$ cat src/rtl/tube_scroller_if.sv
// tube_scroller_if
//   Bundles the control inputs and the obstacle-field outputs of tube_scroller.
//
//   Handshake: there is no valid/ready pair on this bus. `start` is a
//   single-cycle request sampled on the rising clock edge. `over` is a level
//   input. Every output is a registered level (or a decode of registered state)
//   and may be sampled on any cycle.
//
//   Signals
//     start      : one-cycle request to begin scrolling
//     over       : collision flag from the collision checker (level)
//     tubeN_x    : tube left-edge x, N = 1..3
//     tubeN_y    : tube gap-centre y, N = 1..3
//     pass       : one-cycle pulse when a tube reaches the pass column
//     running    : high while the scroller is in RUNNING
//     state_dbg  : raw FSM state, for debug and checkers
//
//   Modports: master drives start/over (game control / bench).
//             slave is the scroller itself.
interface tube_scroller_if;
  logic       start;
  logic       over;
  logic [9:0] tube1_x;
  logic [9:0] tube2_x;
  logic [9:0] tube3_x;
  logic [9:0] tube1_y;
  logic [9:0] tube2_y;
  logic [9:0] tube3_y;
  logic       pass;
  logic       running;
  logic [1:0] state_dbg;

  modport master (
    output start, over,
    input  tube1_x, tube2_x, tube3_x, tube1_y, tube2_y, tube3_y,
    input  pass, running, state_dbg
  );

  modport slave (
    input  start, over,
    output tube1_x, tube2_x, tube3_x, tube1_y, tube2_y, tube3_y,
    output pass, running, state_dbg
  );
endinterface

$ cat src/rtl/tube_scroller.sv
// tube_scroller
//   Keeps three tube records (left-edge x, gap-centre y) and scrolls them one
//   pixel left per movement tick while the game is running. A tube leaving the
//   screen at x==0 is recycled to x = 3*SPACING-1 with a pseudo-random gap
//   centre taken from a free-running 10-bit LFSR. `pass` pulses for one cycle
//   after a tick that puts any tube exactly on PASS_X. Positions freeze as
//   soon as `over` is raised while running; only `clr` leaves that state.
//
//   Ports
//     clk  : system clock
//     clr  : synchronous active-high reset
//     bus  : tube_scroller_if.slave (start, over in; tubes, pass, running,
//            state_dbg out)
//
//   Optional feature macro: TUBE_SPEEDUP_EN
//     Defined   : a 2-bit speed level rises every 8th pass (saturating at 3)
//                 and the movement divisor becomes STEP_DIV >> level, applied
//                 at the next prescaler wrap.
//     Undefined : the divisor is fixed at STEP_DIV.
module tube_scroller #(
  parameter int SPACING  = 240,
  parameter int STEP_DIV = 200000,
  parameter int GAP_MIN  = 120,
  parameter int GAP_MAX  = 360,
  parameter int PASS_X   = 100
) (
  input  logic            clk,
  input  logic            clr,
  tube_scroller_if.slave  bus
);

  localparam int         CW       = $clog2(STEP_DIV);
  localparam int         RANGE    = GAP_MAX - GAP_MIN + 1;
  localparam logic [9:0] WRAP_X   = 10'(3 * SPACING - 1);
  localparam logic [9:0] RANGE10  = 10'(RANGE);
  localparam logic [9:0] GMIN10   = 10'(GAP_MIN);
  localparam logic [9:0] PASSX10  = 10'(PASS_X);
  localparam logic [9:0] LFSR_INI = 10'h1A5;

  typedef enum logic [1:0] {
    IDLE    = 2'd0,
    RUNNING = 2'd1,
    FROZEN  = 2'd2
  } state_t;

  state_t          state, state_nxt;
  logic            running_c;
  logic            tick;
  logic [CW-1:0]   cnt;
  logic [CW-1:0]   lim;
  logic [9:0]      lfsr;
  logic [9:0]      r10;
  logic [9:0]      gap_off;
  logic [9:0]      gap_y;
  logic [9:0]      x_q   [3];
  logic [9:0]      y_q   [3];
  logic [9:0]      x_nxt [3];
  logic            pass_hit;
  logic            pass_q;

  // ---------------------------------------------------------------- FSM
  always_ff @(posedge clk) begin
    if (clr) state <= IDLE;
    else     state <= state_nxt;
  end

  always_comb begin
    state_nxt = state;
    case (state)
      IDLE:    if (bus.start) state_nxt = RUNNING;
      RUNNING: if (bus.over)  state_nxt = FROZEN;
      FROZEN:  state_nxt = FROZEN;
      default: state_nxt = IDLE;
    endcase
  end

  // `over` qualifies the tick directly so a collision on a tick cycle
  // suppresses that move.
  always_comb begin
    running_c = (state == RUNNING);
    tick      = running_c && (cnt == lim) && !bus.over;
  end

  // ---------------------------------------------------------- prescaler
  // Advances only while running without a collision; otherwise it holds.
  always_ff @(posedge clk) begin
    if (clr) begin
      cnt <= '0;
    end else if (running_c && !bus.over) begin
      cnt <= (cnt == lim) ? '0 : cnt + CW'(1);
    end
  end

`ifdef TUBE_SPEEDUP_EN
  logic [2:0] pass_cnt;
  logic [1:0] level;
  logic [1:0] div_level;

  // div_level is the level actually used by the comparator; it only picks
  // up a new level on a wrap so an interval in progress is never cut short.
  always_ff @(posedge clk) begin
    if (clr) begin
      pass_cnt  <= '0;
      level     <= '0;
      div_level <= '0;
    end else begin
      if (pass_q) begin
        pass_cnt <= pass_cnt + 3'd1;
        if (pass_cnt == 3'd7 && level != 2'd3) level <= level + 2'd1;
      end
      if (tick) div_level <= level;
    end
  end

  assign lim = CW'((STEP_DIV >> div_level) - 1);
`else
  assign lim = CW'(STEP_DIV - 1);
`endif

  // --------------------------------------------------------------- LFSR
  // x^10 + x^7 + 1, shifting left; runs in every state so gap heights depend
  // on how long the player waited before starting.
  always_ff @(posedge clk) begin
    if (clr) lfsr <= LFSR_INI;
    else     lfsr <= {lfsr[8:0], lfsr[9] ^ lfsr[6]};
  end

  // Fold the 8-bit sample into 0..RANGE-1; a single subtraction suffices
  // because RANGE is at least 128.
  always_comb begin
    r10     = {2'b00, lfsr[7:0]};
    gap_off = (r10 >= RANGE10) ? (r10 - RANGE10) : r10;
    gap_y   = GMIN10 + gap_off;
  end

  // -------------------------------------------------------------- tubes
  always_comb begin
    for (int i = 0; i < 3; i++) begin
      x_nxt[i] = (x_q[i] == 10'd0) ? WRAP_X : (x_q[i] - 10'd1);
    end
    pass_hit = tick && ((x_nxt[0] == PASSX10) ||
                        (x_nxt[1] == PASSX10) ||
                        (x_nxt[2] == PASSX10));
  end

  // Recycled tubes that wrap on the same tick share one gap value.
  always_ff @(posedge clk) begin
    if (clr) begin
      x_q[0] <= 10'd320;
      x_q[1] <= 10'd560;
      x_q[2] <= 10'd800;
      y_q[0] <= 10'd240;
      y_q[1] <= 10'd240;
      y_q[2] <= 10'd150;
      pass_q <= 1'b0;
    end else begin
      pass_q <= pass_hit;
      if (tick) begin
        for (int i = 0; i < 3; i++) begin
          x_q[i] <= x_nxt[i];
          if (x_q[i] == 10'd0) y_q[i] <= gap_y;
        end
      end
    end
  end

  // ------------------------------------------------------------ outputs
  assign bus.tube1_x   = x_q[0];
  assign bus.tube2_x   = x_q[1];
  assign bus.tube3_x   = x_q[2];
  assign bus.tube1_y   = y_q[0];
  assign bus.tube2_y   = y_q[1];
  assign bus.tube3_y   = y_q[2];
  assign bus.pass      = pass_q;
  assign bus.running   = running_c;
  assign bus.state_dbg = state;

endmodule

$ cat src/flat_wrapper.sv
// flat-port wrapper written by rule: the top's interface ports become plain ports
module tube_scroller_flat 
#(
  parameter int SPACING  = 240,
  parameter int STEP_DIV = 200000,
  parameter int GAP_MIN  = 120,
  parameter int GAP_MAX  = 360,
  parameter int PASS_X   = 100
)
  (clk, clr, bus_start, bus_over, bus_tube1_x, bus_tube2_x, bus_tube3_x, bus_tube1_y, bus_tube2_y, bus_tube3_y, bus_pass, bus_running, bus_state_dbg);
  tube_scroller_if bus_i ();
  input  logic clk;
  input  logic clr;
  input wire logic [$bits(bus_i.start)-1:0] bus_start;
  input wire logic [$bits(bus_i.over)-1:0] bus_over;
  output wire logic [$bits(bus_i.tube1_x)-1:0] bus_tube1_x;
  output wire logic [$bits(bus_i.tube2_x)-1:0] bus_tube2_x;
  output wire logic [$bits(bus_i.tube3_x)-1:0] bus_tube3_x;
  output wire logic [$bits(bus_i.tube1_y)-1:0] bus_tube1_y;
  output wire logic [$bits(bus_i.tube2_y)-1:0] bus_tube2_y;
  output wire logic [$bits(bus_i.tube3_y)-1:0] bus_tube3_y;
  output wire logic [$bits(bus_i.pass)-1:0] bus_pass;
  output wire logic [$bits(bus_i.running)-1:0] bus_running;
  output wire logic [$bits(bus_i.state_dbg)-1:0] bus_state_dbg;
  assign bus_i.start = bus_start;
  assign bus_i.over = bus_over;
  assign bus_tube1_x = bus_i.tube1_x;
  assign bus_tube2_x = bus_i.tube2_x;
  assign bus_tube3_x = bus_i.tube3_x;
  assign bus_tube1_y = bus_i.tube1_y;
  assign bus_tube2_y = bus_i.tube2_y;
  assign bus_tube3_y = bus_i.tube3_y;
  assign bus_pass = bus_i.pass;
  assign bus_running = bus_i.running;
  assign bus_state_dbg = bus_i.state_dbg;
  tube_scroller #(.SPACING(SPACING), .STEP_DIV(STEP_DIV), .GAP_MIN(GAP_MIN), .GAP_MAX(GAP_MAX), .PASS_X(PASS_X)) u_core (.clk(clk), .clr(clr), .bus(bus_i));
endmodule
$ cat config.mk
export PLATFORM = sky130hd
export DESIGN_NAME = tube_scroller_flat
export DESIGN_NICKNAME = d
export VERILOG_FILES = /design/src/rtl/tube_scroller_if.sv /design/src/rtl/tube_scroller.sv /design/src/flat_wrapper.sv
export SDC_FILE = /design/constraint.sdc
export NUM_CORES = 1
export LEC_CHECK = 0
export CORE_MARGIN = 5
export CORE_UTILIZATION = 30
export CTS_CLUSTER_DIAMETER = 120
export DETAILED_ROUTE_END_ITERATION = 10
export SLEW_MARGIN = 20
export SYNTH_ARGS = -nofsm -noshare
export SYNTH_HDL_FRONTEND = slang
export SYNTH_SLANG_ARGS = --single-unit
$ cat constraint.sdc
create_clock -name clk -period 3.59 [get_ports clk]
set_input_delay 0.718 -clock clk [delete_from_list [all_inputs] [get_ports clk]]
set_output_delay 0.718 -clock clk [all_outputs]
set_load 0.05 [all_outputs]
==> out/metrics.csv <==
stage,metric,value,unit
status,run status,"complete, no violations",
pwr,proportion of power drawn by flip-flops and latches,47.4,%
timing,total negative setup slack,0,ns
cts,Max clock buf depth,2,
critical_path,largest stage delay on the critical path,0.53,ns
final_layout,combined area of the multi-input logic cells,0.00184,mm^2
cts,H-tree levels,3,
flow_run,total of max-cap violations,0,
cts,number of CTS-inserted buffers,9,
yosys,number of instances in the synthesized netlist,415,
min_path,path class of the lowest-slack min-delay path,reg2reg,
pwr,total design power,2.61,mW
routing,DR pass1 iterations,5,
die,die outline width,130,um
critical_path,kind of capture point of the worst setup path,register,
critical_path,data arrival time of the critical path,3.06,ns
grt,remaining global-route overflow,0,
critical_path,top fanout value on the critical path,9,
timing,WHS,0.444,ns
pwr,VDD IR max,0.000228,V
die,initial cell density of the core,30.3,%
yosys,library cell occupying the most area in the post-synthesis netlist,edfxtp_1,
place,number of input and output port buffers inserted,67,
routing,vias per cell,4.85,
routing,starting DRC count in detailed routing,237,
pwr,P_sw,783,uW
yosys,most common cell in the netlist,edfxtp_1,
yosys,dominant synthesized flop cell,edfxtp_1,
timing,setup repair after global routing missed its margin,false,
critical_path,critical path's slowest cell,or4_1,
timing,Max Fclk,0.343,GHz
cts,number of buffers inserted for hold repair after clock tree synthesis,0,
pwr,Comb power frac,18.5,%
final_layout,layout filler cell count,1359,
pwr,switching power as a share of total power,30.0,%
timing,actual slew at the worst max-slew pin,0.582,ns
grt,pin count of the biggest net entering global routing,39,
cts,TritonCTS clock tree,done,
yosys,sequential-to-total area share from yosys stat,55.6,%
timing,Relative slew margins,61.1,%
pwr,cell leakage power,1.91,nW
cts,Root Buffer,clkbuf_16,
die,IO Count,68,
place,DP Wirelength,6.88,mm
die,core area,0.0144,mm^2
yosys,top-area cell type share of the netlist area,41.4,%
place,pre-CTS WS,0.675,ns
grt,gr usage total,11.4,%
final_layout,share of final-layout standard cells stronger than drive strength 1,6.33,%
yosys,number of synthesized flops with an enable pin,60,
grt,wire length of the first global-routing pass,15.3,mm
critical_path,buffers plus inverters on the worst setup path,0,
critical_path,chain of cells forming the critical path,"nand4_1, o41ai_1, o21a_1, ha_1, nand2_1, nand2_1, a211oi_1, or4_1, a21oi_1",
place,gp weighted congestion,0.848,
critical_path,required time of the worst setup path,3.74,ns
routing,routed length per placed instance,14.0,um
die,Die Y,130,um
final_layout,Layout Area Growth over Synthesis,27.7,%
timing,Final Hold Vio Count,0,
cts,post-CTS setup repair buffer count,0,
timing,Clock Skews,0.00794,ns
critical_path,cell class contributing the biggest share of worst-path delay,compound AO/OA/AOI/OAI gates,
timing,post-route minimum period,2.91,ns
yosys,distinct cell type count of the synthesized netlist,53,
pwr,power density normalized to cell area,469,mW/mm^2
grt,number of antenna violations at the first check in global routing,0,
cts,Clock Latency Late Sink,0.34,ns
cts,Sink Count,91,
routing,Post-route DRC,0,
final_layout,Total Nets Final,502,
final_layout,final core area utilization,38.7,%
grt,number of global-route vias before repair,3072,
pwr,portion of total power attributed to the clock network,34.1,%
yosys,Synth Area per Inst,10.5,um^2
pwr,P_int,1.82,mW
final_layout,ant diodes,0,
timing,count of endpoints failing setup in the final report,0,
timing,fin worst setup slack,0.676,ns
yosys,cell area after synthesis,0.00435,mm^2
timing,share of the clock period used by the worst path,81.2,%
critical_path,Worst Setup Path Type,reg2reg,
yosys,net count after synthesis,432,
yosys,Async SR Flop Fraction,0,%
yosys,flop and latch count out of synthesis,91,
critical_path,Critical Path Source Type,register,
timing,pins over their slew limit,0,
yosys,top cells by instance count after synthesis,"edfxtp_1 (60), nor2_1 (54), nand2_1 (35)",
die,num rows,44,
routing,count of vias placed by the detailed router,3267,
critical_path,Critical Path Most Common Cell,nand2_1,
yosys,Yosys warning total,0,
final_layout,Seq. cell area,0.00242,mm^2
routing,Routed Wire Length,9.42,mm
die,area enclosed by the die boundary,0.0170,mm^2
cts,number of gates resized after cts,0,
yosys,dominant cells by area after synthesis,"edfxtp_1 (41%), dfxtp_1 (14%), nor2_1 (4.7%)",
routing,number of routed nets with antenna violations,0,
cts,clock-pin slew on the worst setup and hold paths,0.07,ns
[layout by cell type, fill, tap and decap left out, drive strengths merged, types with 6 or more instances in the layout]
cell type      instances
clkdlybuf4s50         67
edfxtp                60
nor2                  54
nand2                 36
dfxtp                 31
a21oi                 20
inv                   20
nor3                  18
o21ai                 17
xnor2                 16
nand3                 16
xor2                  15
ha                    13
clkbuf                 9
or3                    8
nor2b                  7
nand2b                 7
nand4                  6
buf                    6
[metrics by stage]
step           area (um^2)  std cells
6_report              5560        674
5_1_grt               5560        674
3_5_place_dp          5270        658
2_1_floorplan         4350        415
4_1_cts               5560        674
3_3_place_gp          5270        658
[flip-flops by register name (all words and copies together), names as in the netlist]
signal and count:
u_core.bus.pass 1, u_core.bus.state_dbg 2, u_core.cnt 18, u_core.lfsr 10, u_core.x_q 30, u_core.y_q 30
[cell families after synthesis]
| family | after synthesis | share of synthesized area, % |
|---|---|---|
| mux | 4 | 0.949 |
| fa+ha+maj | 13 | 3.74 |
| simple gates | 184 | 21.9 |
| xor+xnor | 31 | 6.24 |
| buf+inv | 29 | 2.53 |
| compound gates | 63 | 9.00 |
| flops | 91 | 55.6 |
[power groups by stage]
| stage | clock network (mW) | registers (mW) | logic [mW] |
|---|---|---|---|
| floorplan | 0 | 1.40 | 0.183 |
| global placement | 0 | 1.26 | 0.483 |
| detailed placement | 0 | 1.26 | 0.485 |
| CTS | 0.916 | 1.23 | 0.487 |
| global route | 0.966 | 1.24 | 0.520 |
| finish | 0.890 | 1.23 | 0.482 |
[path summary, 6_finish.rpt]
| path | start | end | slack (ns) | depth (start not counted) |
|---|---|---|---|---|
| worst max-delay path | u_core.lfsr[6] | u_core.y_q[0][8] | 0.68 | 9 |
| worst min-delay path | u_core.lfsr[8] | u_core.lfsr[9] | 0.44 | 1 |
| worst max register to register | u_core.lfsr[6] | u_core.y_q[0][8] | 0.68 | 9 |
| worst min register to register | u_core.lfsr[8] | u_core.lfsr[9] | 0.44 | 1 |
[worst register-to-register path: stages, from the launching register on]
cell and delay [ns]:
dfxtp_1 0.48, nand4_1 0.25, o41ai_1 0.50, o21a_1 0.24, ha_1 0.23, nand2_1 0.06, nand2_1 0.10, a211oi_1 0.07
or4_1 0.53, a21oi_1 0.26
[per-layer routing]
layer | wire length (um) | global-route usage [%] | share of wire (%) | up-vias
met1 | 4380 | 14.9 | 46 | 1531
met3 | 665 | 3.58 | 7.1 | 12
met5 | 0 | 0 | 0 | -
li1 | - | - | - | 1646
met4 | 142 | 4.05 | 1.5 | 0
met2 | 4240 | 18.1 | 45 | 78
[final cells by class]
cell class | count | area share, %
Clock buffer | 9 | 4.05
Multi-Input combinational cell | 295 | 33.1
Timing Repair Buffer | 73 | 13.1
Sequential cell | 91 | 43.6
Clock inverter | 7 | 1.04
Inverter | 15 | 1.01
Tap cell | 184 | 4.14
Power figures use the tool's default switching activity.
